<file path="config.mk">
export PLATFORM = sky130hd
export DESIGN_NAME = mdu_hilo_flat
export DESIGN_NICKNAME = d
export VERILOG_FILES = /design/src/rtl/mdu_pkg.sv /design/src/rtl/mdu_hilo_if.sv /design/src/rtl/mdu_sign_fix.sv /design/src/rtl/mdu_hilo.sv /design/src/flat_wrapper.sv
export SDC_FILE = /design/constraint.sdc
export NUM_CORES = 1
export LEC_CHECK = 0
export CAP_MARGIN = 20
export CORE_ASPECT_RATIO = 1.5
export CORE_MARGIN = 10
export CORE_UTILIZATION = 33
export CTS_CLUSTER_SIZE = 28
export DETAILED_ROUTE_END_ITERATION = 12
export SLEW_MARGIN = 0
export SYNTH_ARGS = -nofsm -noshare
export SYNTH_HDL_FRONTEND = slang
export SYNTH_SLANG_ARGS = --single-unit
</file>
<file path="constraint.sdc">
create_clock -name clk -period 3.6 [get_ports clk]
set_input_delay 0.9 -clock clk [delete_from_list [all_inputs] [get_ports clk]]
set_output_delay 0.9 -clock clk [all_outputs]
set_load 0.02 [all_outputs]
</file>
<file path="src/rtl/mdu_pkg.sv">
// mdu_pkg: shared opcodes, FSM states and
// iteration count for the HI/LO multiply/divide unit.
package mdu_pkg;

  localparam logic [2:0] MDU_MULT  = 3'd0;
  localparam logic [2:0] MDU_MULTU = 3'd1;
  localparam logic [2:0] MDU_DIV   = 3'd2;
  localparam logic [2:0] MDU_DIVU  = 3'd3;
  localparam logic [2:0] MDU_MTHI  = 3'd4;
  localparam logic [2:0] MDU_MTLO  = 3'd5;

  localparam int MDU_ITER  = 32;
  localparam int MDU_CNT_W = $clog2(MDU_ITER);

  typedef enum logic [1:0] {
    IDLE = 2'd0,
    CALC = 2'd1,
    FIX  = 2'd2
  } mdu_state_e;

endpackage

</file>
<file path="src/rtl/mdu_hilo_if.sv">
// mdu_hilo_if: command (start/op/a/b) from control,
// status and HI/LO (busy/done/hi/lo) back from the MDU.
interface mdu_hilo_if #(
  parameter int WIDTH = 32
) ();

  logic             start;
  logic [2:0]       op;
  logic [WIDTH-1:0] a;
  logic [WIDTH-1:0] b;
  logic             busy;
  logic             done;
  logic [WIDTH-1:0] hi;
  logic [WIDTH-1:0] lo;

  modport master (
    output start, op, a, b,
    input  busy, done, hi, lo
  );

  modport slave (
    input  start, op, a, b,
    output busy, done, hi, lo
  );

endinterface

</file>
<file path="src/rtl/mdu_sign_fix.sv">
// mdu_sign_fix: combinational conditional negate.
// Ports: val in, neg in, res = neg ? -val : val.
module mdu_sign_fix #(
  parameter int W = 64
) (
  input  logic [W-1:0] val,
  input  logic         neg,
  output logic [W-1:0] res
);

  assign res = neg ? (~val + W'(1)) : val;

endmodule

</file>
<file path="src/rtl/mdu_hilo.sv">
// mdu_hilo: iterative MULT/MULTU/DIV/DIVU + MTHI/MTLO.
// Ports: clk, reset (sync, high), bus (slave modport).
module mdu_hilo
  import mdu_pkg::*;
#(
  parameter int WIDTH = 32
) (
  input  logic      clk,
  input  logic      reset,
  mdu_hilo_if.slave bus
);

  localparam int PW = 2 * WIDTH;

  mdu_state_e           state_q, state_d;
  logic [MDU_CNT_W-1:0] cnt_q, cnt_d;
  logic                 div_q, div_d;
  logic                 neg_q, neg_d;
  logic                 asgn_q, asgn_d;
  logic [PW-1:0]        prod_q, prod_d;
  logic [WIDTH-1:0]     mcand_q, mcand_d;
  logic [WIDTH:0]       rem_q, rem_d;
  logic [WIDTH-1:0]     hi_q, hi_d;
  logic [WIDTH-1:0]     lo_q, lo_d;
  logic                 busy_q, busy_d;
  logic                 done_q, done_d;

  logic is_md, is_sgn, is_div;
  logic is_mthi, is_mtlo;

  assign is_md   = bus.op <= MDU_DIVU;
  assign is_sgn  = (bus.op == MDU_MULT) ||
                   (bus.op == MDU_DIV);
  assign is_div  = (bus.op == MDU_DIV) ||
                   (bus.op == MDU_DIVU);
  assign is_mthi = bus.op == MDU_MTHI;
  assign is_mtlo = bus.op == MDU_MTLO;

  logic [WIDTH-1:0] a_mag, b_mag;

  mdu_sign_fix #(.W(WIDTH)) u_abs_a (
    .val (bus.a),
    .neg (is_sgn & bus.a[WIDTH-1]),
    .res (a_mag)
  );

  mdu_sign_fix #(.W(WIDTH)) u_abs_b (
    .val (bus.b),
    .neg (is_sgn & bus.b[WIDTH-1]),
    .res (b_mag)
  );

  // multiply: add multiplicand into the upper half
  // when the current LSB is set, then shift right
  logic [WIDTH:0] add_sum;

  assign add_sum = {1'b0, prod_q[PW-1:WIDTH]} +
                   (prod_q[0] ? {1'b0, mcand_q}
                              : '0);

  // divide: prod_q[WIDTH-1:0] shifts the dividend
  // out at the top and the quotient in at the bottom
  logic [WIDTH+1:0] rem_sh, trial;
  logic             q_bit;

  assign rem_sh = {rem_q, prod_q[WIDTH-1]};
  assign trial  = rem_sh - {2'b00, mcand_q};
  assign q_bit  = ~trial[WIDTH+1];

  logic [PW-1:0]    p_fix;
  logic [WIDTH-1:0] q_fix, r_fix;
  logic             div0;

  // a zero divisor leaves the all-ones quotient
  // uncorrected, whatever the operand signs
  assign div0 = mcand_q == '0;

  mdu_sign_fix #(.W(PW)) u_fix_p (
    .val (prod_q),
    .neg (neg_q),
    .res (p_fix)
  );

  mdu_sign_fix #(.W(WIDTH)) u_fix_q (
    .val (prod_q[WIDTH-1:0]),
    .neg (neg_q & ~div0),
    .res (q_fix)
  );

  mdu_sign_fix #(.W(WIDTH)) u_fix_r (
    .val (rem_q[WIDTH-1:0]),
    .neg (asgn_q),
    .res (r_fix)
  );

  always_comb begin
    state_d = state_q;
    cnt_d   = cnt_q;
    div_d   = div_q;
    neg_d   = neg_q;
    asgn_d  = asgn_q;
    prod_d  = prod_q;
    mcand_d = mcand_q;
    rem_d   = rem_q;
    hi_d    = hi_q;
    lo_d    = lo_q;
    busy_d  = busy_q;
    done_d  = 1'b0;
    unique case (state_q)
      IDLE: begin
        if (bus.start) begin
          unique case (1'b1)
            is_md: begin
              div_d   = is_div;
              neg_d   = is_sgn &
                        (bus.a[WIDTH-1] ^
                         bus.b[WIDTH-1]);
              asgn_d  = is_sgn & bus.a[WIDTH-1];
              mcand_d = is_div ? b_mag : a_mag;
              prod_d  = {{WIDTH{1'b0}},
                         is_div ? a_mag : b_mag};
              rem_d   = '0;
              cnt_d   = MDU_CNT_W'(MDU_ITER - 1);
              state_d = CALC;
              busy_d  = 1'b1;
            end
            is_mthi: hi_d = bus.a;
            is_mtlo: lo_d = bus.a;
            default: ;
          endcase
        end
      end
      CALC: begin
        if (div_q) begin
          prod_d = {prod_q[PW-1:WIDTH],
                    prod_q[WIDTH-2:0], q_bit};
          rem_d  = q_bit ? trial[WIDTH:0]
                         : rem_sh[WIDTH:0];
        end else begin
          prod_d = {add_sum, prod_q[WIDTH-1:1]};
        end
        cnt_d = cnt_q - MDU_CNT_W'(1);
        if (cnt_q == '0) state_d = FIX;
      end
      FIX: begin
        if (div_q) begin
          lo_d = q_fix;
          hi_d = r_fix;
        end else begin
          hi_d = p_fix[PW-1:WIDTH];
          lo_d = p_fix[WIDTH-1:0];
        end
        state_d = IDLE;
        busy_d  = 1'b0;
        done_d  = 1'b1;
      end
      default: begin
        state_d = IDLE;
        busy_d  = 1'b0;
      end
    endcase
  end

  always_ff @(posedge clk) begin
    if (reset) begin
      state_q <= IDLE;
      cnt_q   <= '0;
      div_q   <= 1'b0;
      neg_q   <= 1'b0;
      asgn_q  <= 1'b0;
      prod_q  <= '0;
      mcand_q <= '0;
      rem_q   <= '0;
      hi_q    <= '0;
      lo_q    <= '0;
      busy_q  <= 1'b0;
      done_q  <= 1'b0;
    end else begin
      state_q <= state_d;
      cnt_q   <= cnt_d;
      div_q   <= div_d;
      neg_q   <= neg_d;
      asgn_q  <= asgn_d;
      prod_q  <= prod_d;
      mcand_q <= mcand_d;
      rem_q   <= rem_d;
      hi_q    <= hi_d;
      lo_q    <= lo_d;
      busy_q  <= busy_d;
      done_q  <= done_d;
    end
  end

  assign bus.busy = busy_q;
  assign bus.done = done_q;
  assign bus.hi   = hi_q;
  assign bus.lo   = lo_q;

endmodule

</file>
<file path="src/flat_wrapper.sv">
// flat-port wrapper written by rule: the top's interface ports become plain ports
module mdu_hilo_flat import mdu_pkg::*;
#(
  parameter int WIDTH = 32
)
  (clk, reset, bus_start, bus_op, bus_a, bus_b, bus_busy, bus_done, bus_hi, bus_lo);
  mdu_hilo_if #(.WIDTH(WIDTH)) bus_i ();
  input  logic clk;
  input  logic reset;
  input wire logic [$bits(bus_i.start)-1:0] bus_start;
  input wire logic [$bits(bus_i.op)-1:0] bus_op;
  input wire logic [$bits(bus_i.a)-1:0] bus_a;
  input wire logic [$bits(bus_i.b)-1:0] bus_b;
  output wire logic [$bits(bus_i.busy)-1:0] bus_busy;
  output wire logic [$bits(bus_i.done)-1:0] bus_done;
  output wire logic [$bits(bus_i.hi)-1:0] bus_hi;
  output wire logic [$bits(bus_i.lo)-1:0] bus_lo;
  assign bus_i.start = bus_start;
  assign bus_i.op = bus_op;
  assign bus_i.a = bus_a;
  assign bus_i.b = bus_b;
  assign bus_busy = bus_i.busy;
  assign bus_done = bus_i.done;
  assign bus_hi = bus_i.hi;
  assign bus_lo = bus_i.lo;
  mdu_hilo #(.WIDTH(WIDTH)) u_core (.clk(clk), .reset(reset), .bus(bus_i));
endmodule
</file>
==> Word-level counts from Yosys, hierarchy flattened <==
Index checks and enable logic that the tools add are counted.
{ "totals": {"output_inout_bits": 66, "elab_cells": 100, "reg_bits": 205} }
{ "classes": {"n_reduce_logical": 16, "n_bitwise": 13, "n_mux": 36, "eq_ne": 13, "magnitude_cmp": 1, "n_addsub": 8} }
{ "ops": {"columns": ["operator", "n"], "rows": [
  ["two-way mux 32 bit", 13],
  ["two-way mux 64 bit", 4],
  ["two-way mux 33 bit", 4],
  ["adder 32 x 1 -> 32 bit, second input constant", 4],
  ["NOT 32 bit", 4],
  ["one-hot mux 32 bit (2 select lines)", 2],
  ["one-hot mux 64 bit (2 select lines)", 1],
  ["one-hot mux 33 bit (2 select lines)", 1],
  ["adder 64 x 1 -> 64 bit, second input constant", 1],
  ["NOT 64 bit", 1],
  ["subtractor 34 x 32 -> 34 bit", 1],
  ["adder 32 x 33 -> 33 bit", 1],
  ["logical NOT 32 bit", 1],
  ["AND reduction 3 bit", 6],
  ["two-way mux 5 bit", 2],
  ["inequality test 2 x 1 -> 1 bit, second input constant", 5],
  ["one-hot mux 5 bit (2 select lines)", 1],
  ["AND reduction 4 bit", 2],
  ["equality test 3 x 2 -> 1 bit, second input constant", 2],
  ["equality test 3 bit, second input constant", 2],
  ["two-way mux 2 bit", 3],
  ["logical NOT 5 bit", 1],
  ["subtractor 5 x 1 -> 5 bit, second input constant", 1],
  ["AND 1 bit", 4],
  ["13 further kinds", 20]
]} }

==> Depth between registers and ports, before layout <==
Gate-level depths: netlist of the first run.
{ "logic_depth": {"depth_word": 8, "depth_mapped": 15, "mapped_depth_nobuf": 13} }

==> Modules after synthesis <==
A second synthesis of the first run with hierarchy kept.
{ "hier_totals": {"cells_unflattened": 2316, "hier_area_um2": 18014.8} }
{ "modules_own_cells": {"columns": ["module", "n_inst", "seq_area_each_um2", "area_each_um2", "cells_each"], "rows": [
  ["mdu_hilo", 1, 4103.9, 13257.7, 1714],
  ["mdu_sign_fix at u_core.u_abs_a ...", 4, 0.0, 777.0, 99],
  ["mdu_sign_fix at u_core.u_fix_p", 1, 0.0, 1649.1, 206]
]} }

==> Worst setup path after synthesis of the first run <==
Ideal clock, no wire load.
{ "synth_timing": {"path_kind": "input to register", "start": "input port bus_a[10]", "end": "register u_core.prod_q[27]", "path_buffers": 1, "arrival_ns": 3.175, "cell_stages": 10, "setup_slack_ns": 0.355, "cell_sequence": "or4_1 clkbuf_1 nor4_1 nand3_1 o41ai_1 xnor2_1 nor2_1 a211oi_1 o21ai_1 a21oi_1"} }
{ "synth_via": {"elab_chain_cells": 7} }
{ "synth_lines": {"columns": ["item", "line_no", "source"], "rows": [
  ["start: declaration", "flat_wrapper.sv:12", "input wire logic [$bits(bus_i.a)-1:0] bus_a;"],
  ["NOT 32 bit", "mdu_sign_fix.sv:11", "assign res = neg ? (~val + W'(1)) : val;"],
  ["adder 32 x 1 -> 32 bit", "mdu_sign_fix.sv:11", null],
  ["two-way mux 32 bit", "mdu_sign_fix.sv:11", null],
  ["two-way mux 32 bit", "mdu_hilo.sv:121", "is_div ? a_mag : b_mag};"],
  ["two-way mux 64 bit", "mdu_hilo.sv:112", "unique case (1'b1)"],
  ["two-way mux 64 bit", "mdu_hilo.sv:111", "if (bus.start) begin"],
  ["one-hot mux 64 bit (2 select lines)", "mdu_hilo.sv:109", "unique case (state_q)"],
  ["end signal: assignment", "mdu_hilo.sv:184", "prod_q <= prod_d;"],
  ["end: declaration", "mdu_hilo.sv:20", "logic [PW-1:0] prod_q, prod_d;"]
]} }
No other way between the ends. The select of a mux whose other input is x is not followed.
A chain may end at the register's enable or synchronous reset.

==> Final worst setup path of the first run <==
{ "layout_timing": {"start": "register u_core.prod_q[10]", "end": "register u_core.hi_q[16], in the netlist u_core.bus.hi[16]"} }
{ "layout_via": {"elab_chain_cells": 5} }
{ "layout_lines": {"columns": ["item", "line_no", "source"], "rows": [
  ["NOT 64 bit", "mdu_sign_fix.sv:11", null],
  ["adder 64 x 1 -> 64 bit", "mdu_sign_fix.sv:11", null],
  ["two-way mux 64 bit", "mdu_sign_fix.sv:11", null],
  ["two-way mux 32 bit", "mdu_hilo.sv:146", "if (div_q) begin"],
  ["one-hot mux 32 bit (2 select lines)", "mdu_hilo.sv:109", null],
  ["end signal: assignment", "mdu_hilo.sv:187", "hi_q <= hi_d;"],
  ["end: declaration", "mdu_hilo.sv:23", "logic [WIDTH-1:0] hi_q, hi_d;"]
]} }
No other way between the ends.

==> out/results.tsv, run 1 <==
metric	value	unit
ys_seq_area_share	25.4	%
skew	0.0280	ns
holdWs	0.459	ns
synth_top_family_by_area	compound AO/OA/AOI/OAI gates	
synthAdderAreaFrac	5.68	%
outcome	finished clean	
seqCellArea	4110	µm²
syn_area	16100	µm²
synthXorXnorAreaFrac	10.4	%
min-delay-path-class	reg2reg	
num_vias	17700	
period_share	94.9	%
synth_mux_area_share	4.76	%
maxCapViolations	0	
max_freq	293	MHz
io_buffers	135	
synth_edf_count	0	
worst_ep_required_time	4.07	ns
leakagePower	8.19	nW
crit_path_start_kind	flop	
route.antenna.remaining_nets	0	
final_cells	3099	
criticalPathCategory	reg2reg	
path_clk_slew	0.07	ns
relSlewSlack	37.7	%
reg2reg_depth	10	
multi_input_area	11300	µm²
firstDrtPassIters	6	
grt_pass1_wl	107000	µm
cp.arrival	3.88	ns
place_area	19600	µm²
cts_buffers	23	
syn_inst	2188	
cts_tree	built	
clock_path_buffers	3	
root_buffer	clkbuf_16	
synth_seq_cells	205	
grt_max_degree	78	
drc	0	
synth_ff_type	dfxtp_1	
hold_buffers	0	
drive_gt1_share	13.0	%
finalCriticalPeriod	3.42	ns
worst_ir_drop_vdd	257	µV
drt_iter0_markers	1438	
antenna_cells	0	
antenna_found_initial	1	
core-area	48600	µm²
area_growth	26.9	%
dp_hpwl	56900	µm
routed_wl	71500	µm
final_area	20500	µm²
dp_slack	-0.154	ns
die_area	58300	µm²
htree_levels	1	
rsz0062_at_grt	no	
min_path_cells	2	
clkLatencyLatePin	0.56	ns
nets	2570	
setup_ws	0.185	ns
rows	99	
grt_pass1_vias	17200	
num-fill-cells	5053	
grtUsageTotal	23.4	%
start_util	33.2	%
dp.cells	3058	
critical_path.endpoint_type	flop	
path_max_fanout	7	
async_reset_ff_share	0	%
drv_slew	0	
worst_pin_slew	0.934	ns
place.gp.congestion	0.961	
synth_compound_area_share	26.9	%
globalRouteOverflowTotal	0	
finalSetupTns	0	ns
synth.distinct_cells	74	
ys_warn_count	0	
viasPerCell	5.72	
synthesis.nets	2330	
finalHoldViolations	0	
cts.sinks	205	
die_y	291	µm
wl_per_cell	23.1	µm
p_per_area	350	nW/µm²
finalSetupViolCount	0	
pin_count	136	
synth_area_per_cell	7.37	µm²
synthSimpleGateAreaFrac	21.7	%
die_w	201	µm
[cell usage in the layout (no fill, tap or decap), types with 9 or more instances in the layout]
cell             instances
mux2i_1                 71
buf_12                  15
o21ai_0                144
a311oi_1                19
clkdlybuf4s50_1        134
o21ai_1                 14
o31ai_1                 37
inv_1                   64
or2_2                   10
and3_1                  12
nor3_1                  58
o21a_1                  11
ha_1                    70
nor2_1                 221
nand2b_1                 9
or4_1                   28
clkbuf_16               23
o41ai_1                 21
o211ai_1                24
nor2b_1                 13
nand3_1                 72
a31oi_1                 21
a21oi_1                178
a22o_1                  17
xor2_1                  76
a32oi_1                 11
a21o_1                  26
a22oi_1                 15
a211oi_1                66
dfxtp_1                204
nand2_1                252
nor4_1                  19
nand4_1                 10
o22ai_1                 12
xnor2_1                115
o21bai_1                10
buf_4                  213
or3_1                   15
[worst max-delay path: stages, from the launching register on]
cell,delay (ns)
dfxtp_1,0.38
or4_4,0.53
or3_1,0.47
nor4_1,0.45
buf_4,0.21
nand2_1,0.11
o31ai_1,0.26
xor2_1,0.09
o21ai_0,0.38
mux2i_1,0.21
a211oi_1,0.25
[per-stage QoR]
stage	total power (W)	utilization (%)
floorplan	0.00371	-
global placement	0.00463	40.5
detailed placement	0.00465	40.5
CTS	0.00716	42.1
global route	0.00742	42.1
finish	0.00717	42.1
[worst paths after layout]
kind	startpoint	endpoint	slack, ns
max	u_core.prod_q[10]	u_core.bus.hi[16]	0.18
min	u_core.mcand_q[18]	u_core.mcand_q[18]	0.46
max reg2reg	u_core.prod_q[10]	u_core.bus.hi[16]	0.18
min reg2reg	u_core.mcand_q[18]	u_core.mcand_q[18]	0.46
[cell families (layout without fill, tap and decap cells)]
logic type | after synthesis | after routing
AO/OA/AOI/OAI | 672 | 672
adder cells (fa/ha/maj) | 72 | 72
AND/OR/NAND/NOR | 759 | 759
flip-flops | 205 | 205
buffers and inverters | 213 | 468
XOR/XNOR | 191 | 191
multiplexers | 76 | 76
[per-layer routing]
| metal | vias to the layer above | track usage (%) | wire length, µm |
|---|---|---|---|
| met2 | 605 | 43.7 | 37300 |
| met1 | 8513 | 24.4 | 26100 |
| met5 | - | 0 | 0 |
| met4 | 0 | 15.4 | 4950 |
| li1 | 8433 | - | - |
| met3 | 162 | 2.14 | 3090 |
[state kept, by name, summed over array words and instances, names as in the netlist]
name and cells:
u_core.cnt_q 5, u_core.state_q 2, u_core.rem_q 33, u_core.asgn_q 1, u_core.prod_q 64, u_core.div_q 1
u_core.bus.busy 1, u_core.bus.done 1, u_core.bus.hi 32, u_core.mcand_q 32, u_core.bus.lo 32, u_core.neg_q 1
[synth_stat cells, types with 26 or more instances]
library cell  count  area, µm²
xnor2_1         115       1010
mux2i_1          71        711
dfxtp_1         205       4100
a21oi_1         180        901
a21o_1           26        195
ha_1             70        876
o31ai_1          38        285
xor2_1           76        666
o21ai_0         148        741
nand3_1          72        360
or4_1            28        210
nor2_1          225        845
clkbuf_1        130        488
nand2_1         254        953
inv_1            65        244
nor3_1           59        295
a211oi_1         68        510
[report_power, final]
group	total [W]	internal, W	switching, W	leakage [nW]
Clock	0.00253	0.00146	0.00107	0.386
Sequential	0.00255	0.00239	0.000153	1.67
Combinational	0.00209	0.000845	0.00124	6.14
Total	0.00717	0.00470	0.00247	8.19
[repair_timing]
| item | CTS | global route |
|---|---|---|
| endpoints found under the hold margin | 0 | 0 |
| setup buffers | 0 | 1 |
| gates resized for setup | 0 | 11 |
| endpoints found under the setup margin | 0 | 9 |
[area by class of cell]
class	instances	share of cell area (%)
clock buffer	33	3.34
clock inverter	7	0.434
inverter	66	1.23
multi-input combinational	1770	55.1
sequential	205	20.1
tap	656	4.01
timing repair buffer	362	15.8
No activity file was read; power rests on OpenSTA's default activity.
==> run 2, diff against run 1 <==
Settings changed: CTS_BUF_LIST set to sky130_fd_sc_hd__clkbuf_16.
==> run 2 against run 1 <==
Count of clock-buffer cells in the layout fell by 10. First-iteration DRC count rose by 6.7%. Die area did not move. Worst hold slack improved by 0.00064 ns. Worst setup slack improved by 0.0049 ns. Global-route usage barely moved. Sequential power barely moved. Largest power group unchanged. Clock power fell by 6%.
==> out/results.tsv, run 2 (synthesized netlist as in run 1, its figures left out) <==
metric	value	unit	change
outcome	finished clean		unchanged
setup_ws	0.190	ns	was 0.185 ns
worst_ir_drop_vdd	256	µV	was 257 µV
finalCriticalPeriod	3.41	ns	was 3.42 ns
cts_tree	built		unchanged
finalHoldViolations	0		unchanged
viasPerCell	5.72		about the same
route.antenna.remaining_nets	0		unchanged
grt_max_degree	78		unchanged
antenna_found_initial	2		was 1
holdWs	0.460	ns	was 0.459 ns
core-area	48600	µm²	unchanged
criticalPathCategory	reg2reg		unchanged
drc	0		unchanged
top_regs	u_core.prod_q (64), u_core.rem_q (33)		unchanged
globalRouteOverflowTotal	0		unchanged
p_per_area	344	nW/µm²	was 350 nW/µm²
final_common_cell	nand2_1		unchanged
clkLatencyLatePin	0.56	ns	about the same
grt_pass1_vias	17200		about the same
drv_slew	0		unchanged
leakagePower	8.17	nW	was 8.19 nW
die_area	58300	µm²	unchanged
min-delay-path-class	reg2reg		unchanged
crit_path_start_kind	flop		unchanged
num_vias	17700		about the same
max_freq	293	MHz	about the same
pwr-share-clk	33.9	%	was 35.3%
path_max_fanout	7		unchanged
drt_iter0_markers	1535		was 1438
grtUsageTotal	23.4	%	about the same
rsz0062_at_grt	no		unchanged
power.switching	0.00247	W	about the same
htree_levels	1		unchanged
worst_pin_slew	0.942	ns	was 0.934 ns
maxCapViolations	0		unchanged
comb_power_share	29.8	%	was 29.1%
relSlewSlack	37.2	%	was 37.7%
cts_buffers	23		unchanged
io_buffers	135		unchanged
hold_buffers	0		unchanged
period_share	94.7	%	was 94.9%
worst_ep_required_time	4.07	ns	about the same
dp_hpwl	56900	µm	unchanged
rows	99		unchanged
finalSetupViolCount	0		unchanged
clock_path_buffers	3		unchanged
area_growth	26.4	%	was 26.9%
nets	2570		unchanged
seq_power_share	36.3	%	was 35.5%
cp.arrival	3.88	ns	about the same
cts.sinks	205		unchanged
skew	0.0267	ns	was 0.0280 ns
dp_slack	-0.154	ns	unchanged
cp_slowest_stage_delay	0.53	ns	about the same
antenna_cells	0		unchanged
num-fill-cells	5064		was 5053
cp_slowest_cell	or4_4		unchanged
firstDrtPassIters	8		was 6
crit_buf_inv	1		unchanged
root_buffer	clkbuf_16		unchanged
path_clk_slew	0.07	ns	about the same
critPathTopFamily	simple AND/OR/NAND/NOR gates		unchanged
regMostFlops	u_core.prod_q		unchanged
pin_count	136		unchanged
multi_input_area	11300	µm²	unchanged
critical_path.endpoint_type	flop		unchanged
drive_gt1_share	12.7	%	was 13.0%
path_cells	or4_4 -> or3_1 -> nor4_1 -> buf_4 -> nand2_1 -> o31ai_1 -> xor2_1 -> o21ai_0 -> mux2i_1 -> a211oi_1		unchanged
seqCellArea	4110	µm²	unchanged
routed_wl	71600	µm	was 71500 µm
die_w	201	µm	unchanged
die_y	291	µm	unchanged
largest_reg_flops	64		unchanged
place.gp.congestion	0.961		unchanged
start_util	33.2	%	unchanged
internal-power	0.00454	W	was 0.00470 W
final_cell_mix	252 x nand2_1, 221 x nor2_1, 213 x buf_4, 204 x dfxtp_1, 178 x a21oi_1		unchanged
wl_per_cell	23.1	µm	about the same
switching_share	35.3	%	was 34.5%
grt_pass1_wl	107000	µm	about the same
## run 2: cell count changes in the layout (fill, tap and decap cells not counted), sizes merged
cell    delta
clkinv     +7
clkbuf    -10
inv        +3
## run 2: power by group through the flow
stage	logic [W]	clock network, W	registers, W
floorplan	0.00114	0	0.00256
global placement	0.00204	0	0.00259
detailed placement	0.00206	0	0.00259
CTS	0.00206	0.00239	0.00254
global route	0.00225	0.00246	0.00256
finish	0.00209	0.00237	0.00255
## run 2: area by class of cell
cell class                      count  area share [%]
Timing Repair Buffer              362            15.9
Clock buffer                       23            2.82
Tap cell                          656            4.03
Clock inverter                     17           0.620
Multi-Input combinational cell   1770            55.3
Inverter                           66            1.23
Sequential cell                   205            20.1
## run 2: path summary, 6_finish.rpt
path / start / to / cells past startpoint / slack (ns)
setup reg to reg: u_core.prod_q[10] / u_core.bus.hi[16] / 10 / 0.19
hold / removal: u_core.mcand_q[18] / u_core.mcand_q[18] / 2 / 0.46
hold reg to reg: u_core.mcand_q[18] / u_core.mcand_q[18] / 2 / 0.46
setup / recovery: u_core.prod_q[10] / u_core.bus.hi[16] / 10 / 0.19
## run 2: what timing repair did
action	in CTS	in global routing
resized for setup	0	11
endpoints found under the setup margin	0	9
buffers inserted	0	1
hold endpoints to repair	0	0
## run 2: tightest hold or removal path: stages, from the launching register on
cell and delay, ns:
dfxtp_1 0.31, nand2_1 0.05, a21oi_1 0.05
## run 2: through the flow
step / power [W] / cell area, µm² / TNS, ns / cells / utilization [%]
3_5_place_dp: 0.00465 / 19600 / -0.803 / 3058 / 40.5
4_1_cts: 0.00700 / 20300 / 0 / 3098 / 41.9
3_3_place_gp: 0.00463 / 19600 / -0.709 / 3058 / 40.5
2_1_floorplan: 0.00371 / 16100 / 0 / 2188 / -
6_report: 0.00701 / 20400 / 0 / 3099 / 42.0
5_1_grt: 0.00727 / 20400 / 0 / 3099 / 42.0
## run 2: per-layer routing
layer	routed length (µm)	global-route usage [%]
met3	2950	2.11
met1	26400	24.5
met5	11	0
met2	37300	43.7
met4	5030	15.4
==> run 3, diff against run 2 <==
Settings changed: CORE_MARGIN 10 to 3.
==> run 3 against run 2 <==
Count of clock-buffer cells in the layout is 2 higher. Largest cell class unchanged. Final area is 1.2% lower. Non-clock buffer count is 25 lower. Clock power hardly changed. Critical path depth is 1 higher. Worst hold slack better by 0.0065 ns. Sequential power hardly changed. Combinational power hardly changed. Via count is 0.16% higher. Utilization hardly changed. Maximum frequency is 1.0% higher.
==> out/results.tsv, run 3 (synthesized netlist as in run 1, its figures left out) <==
metric	value	unit	change
pin_count	136		unchanged
cts.sinks	205		unchanged
period_share	93.8	%	was 94.7%
start_util	33.6	%	was 33.2%
hold_buffers	0		unchanged
dp_hpwl	55100	µm	was 56900 µm
skew	0.0219	ns	was 0.0267 ns
crit_start	u_core.prod_q[8]		was u_core.prod_q[10]
cts_buffers	24		was 23
finalSetupViolCount	0		unchanged
area_growth	24.9	%	was 26.4%
reg2reg_slack	0.22	ns	was 0.19 ns
rows	98		was 99
path_max_fanout	4		was 7
cp.arrival	3.84	ns	was 3.88 ns
worst_pin_slew	0.966	ns	was 0.942 ns
dp_slack	-0.190	ns	was -0.154 ns
p_per_area	347	nW/µm²	was 344 nW/µm²
globalRouteOverflowTotal	0		unchanged
critical_path.endpoint_type	flop		unchanged
seq_power_share	36.1	%	was 36.3%
rsz0062_at_grt	no		unchanged
worst_ep_required_time	4.06	ns	was 4.07 ns
use_met2	46.3	%	was 43.7%
power.switching	0.00246	W	was 0.00247 W
drc	0		unchanged
cp_slowest_cell	or4_4		unchanged
use_met3	3.22	%	was 2.11%
drive_gt1_share	11.6	%	was 12.7%
setup_ws	0.225	ns	was 0.190 ns
routed_wl	69500	µm	was 71600 µm
grtUsageTotal	25.4	%	was 23.4%
crit_path_start_kind	flop		unchanged
path_clk_slew	0.06	ns	was 0.07 ns
relSlewSlack	35.6	%	was 37.2%
top_regs	u_core.prod_q (64), u_core.rem_q (33)		unchanged
io_buffers	135		unchanged
num_vias	17700		about the same
core-area	47900	µm²	was 48600 µm²
finalSetupTns	0	ns	unchanged
ctsResizeCount	0		unchanged
rr_startpoint	u_core.prod_q[8]		was u_core.prod_q[10]
grt_util_met1	25.4	%	was 24.5%
criticalPathCategory	reg2reg		unchanged
min-delay-path-class	reg2reg		unchanged
grt_pass1_vias	17300		was 17200
internal-power	0.00453	W	was 0.00454 W
root_buffer	clkbuf_16		unchanged
final_cell_mix	252 x nand2_1, 221 x nor2_1, 204 x dfxtp_1, 192 x buf_4, 180 x a21oi_1		was 252 x nand2_1, 221 x nor2_1, 213 x buf_4, 204 x dfxtp_1, 178 x a21oi_1
worst_ir_drop_vdd	328	µV	was 256 µV
drv_slew	0		unchanged
largest_reg_flops	64		unchanged
place.gp.congestion	1.03		was 0.961
pwr-share-clk	34.3	%	was 33.9%
final_common_cell	nand2_1		unchanged
reg2reg_depth	11		was 10
cts_tree	built		unchanged
wl_per_cell	22.6	µm	was 23.1 µm
leakagePower	8.04	nW	was 8.17 nW
grt_pass1_wl	103000	µm	was 107000 µm
switching_share	35.2	%	was 35.3%
outcome	finished clean		unchanged
viasPerCell	5.78		was 5.72
maxCapViolations	0		unchanged
finalCriticalPeriod	3.38	ns	was 3.41 ns
die_w	187	µm	was 201 µm
path_cells	or4_4 -> or3_1 -> nor4_4 -> buf_4 -> nand2_1 -> o41ai_1 -> xor2_1 -> o21ai_0 -> buf_4 -> mux2i_1 -> a211oi_1		was or4_4 -> or3_1 -> nor4_1 -> buf_4 -> nand2_1 -> o31ai_1 -> xor2_1 -> o21ai_0 -> mux2i_1 -> a211oi_1
route.antenna.remaining_nets	0		unchanged
gr-max-usage-layer	met2		unchanged
die_y	277	µm	was 291 µm
firstDrtPassIters	6		was 8
max_freq	296	MHz	was 293 MHz
nets	2546		was 2570
drt_iter0_markers	1390		was 1535
r2r_end	u_core.bus.hi[17]		was u_core.bus.hi[16]
clkLatencyLatePin	0.56	ns	about the same
cp_slowest_stage_delay	0.58	ns	was 0.53 ns
cts_setup_buffers	0		unchanged
finalHoldViolations	0		unchanged
endpoint	u_core.bus.hi[17]		was u_core.bus.hi[16]
regMostFlops	u_core.prod_q		unchanged
die_area	51600	µm²	was 58300 µm²
grt_max_degree	96		was 78
clock_path_buffers	3		unchanged
cp_common_cell	buf_4		
antenna_found_initial	1		was 2
htree_levels	1		unchanged
comb_power_share	29.6	%	was 29.8%
## run 3: worst min path at each step
| stage | start | end | slack (ns) | cells past startpoint |
|---|---|---|---|---|
| CTS | u_core.mcand_q[17] | u_core.mcand_q[17] | 0.47 | 2 |
| finish | u_core.mcand_q[18] | u_core.mcand_q[18] | 0.47 | 2 |
| global placement | u_core.mcand_q[18] | u_core.mcand_q[18] | 0.45 | 2 |
| floorplan | u_core.mcand_q[16] | u_core.mcand_q[16] | 0.43 | 2 |
| detailed placement | u_core.mcand_q[18] | u_core.mcand_q[18] | 0.45 | 2 |
| global route | u_core.mcand_q[17] | u_core.mcand_q[17] | 0.49 | 2 |
## run 3: cell type report
type	instances	area, µm²
Tap cell	650	813
Sequential cell	205	4110
Antenna cell	1	2.50
Timing Repair Buffer	337	3000
Fill cell	4848	27800
Clock buffer	25	626
Inverter	66	248
Clock inverter	17	98.8
Multi-Input combinational cell	1770	11200
## run 3: layer usage
layer,vias to the layer above,wire (µm)
li1,8372,-
met4,0,7090
met2,721,34800
met5,-,0
met3,272,3540
met1,8375,24100
## run 3: critical path, delay by kind of cell, from the launching register on
family                 cells  cell delay, ns
AND/OR/NAND/NOR            4            1.45
AO/OA/AOI/OAI              3            0.95
buffers and inverters      2            0.39
flip-flops                 1            0.32
XOR/XNOR                   1            0.10
multiplexers               1            0.07
## run 3: power by group through the flow
stage,Combinational [W],Clock [W],Sequential (W)
global route,0.00222,0.00249,0.00254
global placement,0.00201,0,0.00257
floorplan,0.00114,0,0.00256
CTS,0.00204,0.00242,0.00252
finish,0.00207,0.00239,0.00253
detailed placement,0.00203,0,0.00257
## run 3: metrics by stage
| stage | instances | power, W | util [%] | hold slack [ns] | instance area [µm²] |
|---|---|---|---|---|---|
| final | 3071 | 0.00699 | 42.0 | 0.466 | 20100 |
| after global routing | 3070 | 0.00725 | 42.0 | 0.485 | 20100 |
| after CTS | 3070 | 0.00698 | 42.0 | 0.466 | 20100 |
| after detailed placement | 3028 | 0.00460 | 40.5 | 0.451 | 19400 |
| after global placement | 3028 | 0.00458 | 40.5 | 0.445 | 19400 |
| after floorplan | 2188 | 0.00371 | - | 0.432 | 16100 |
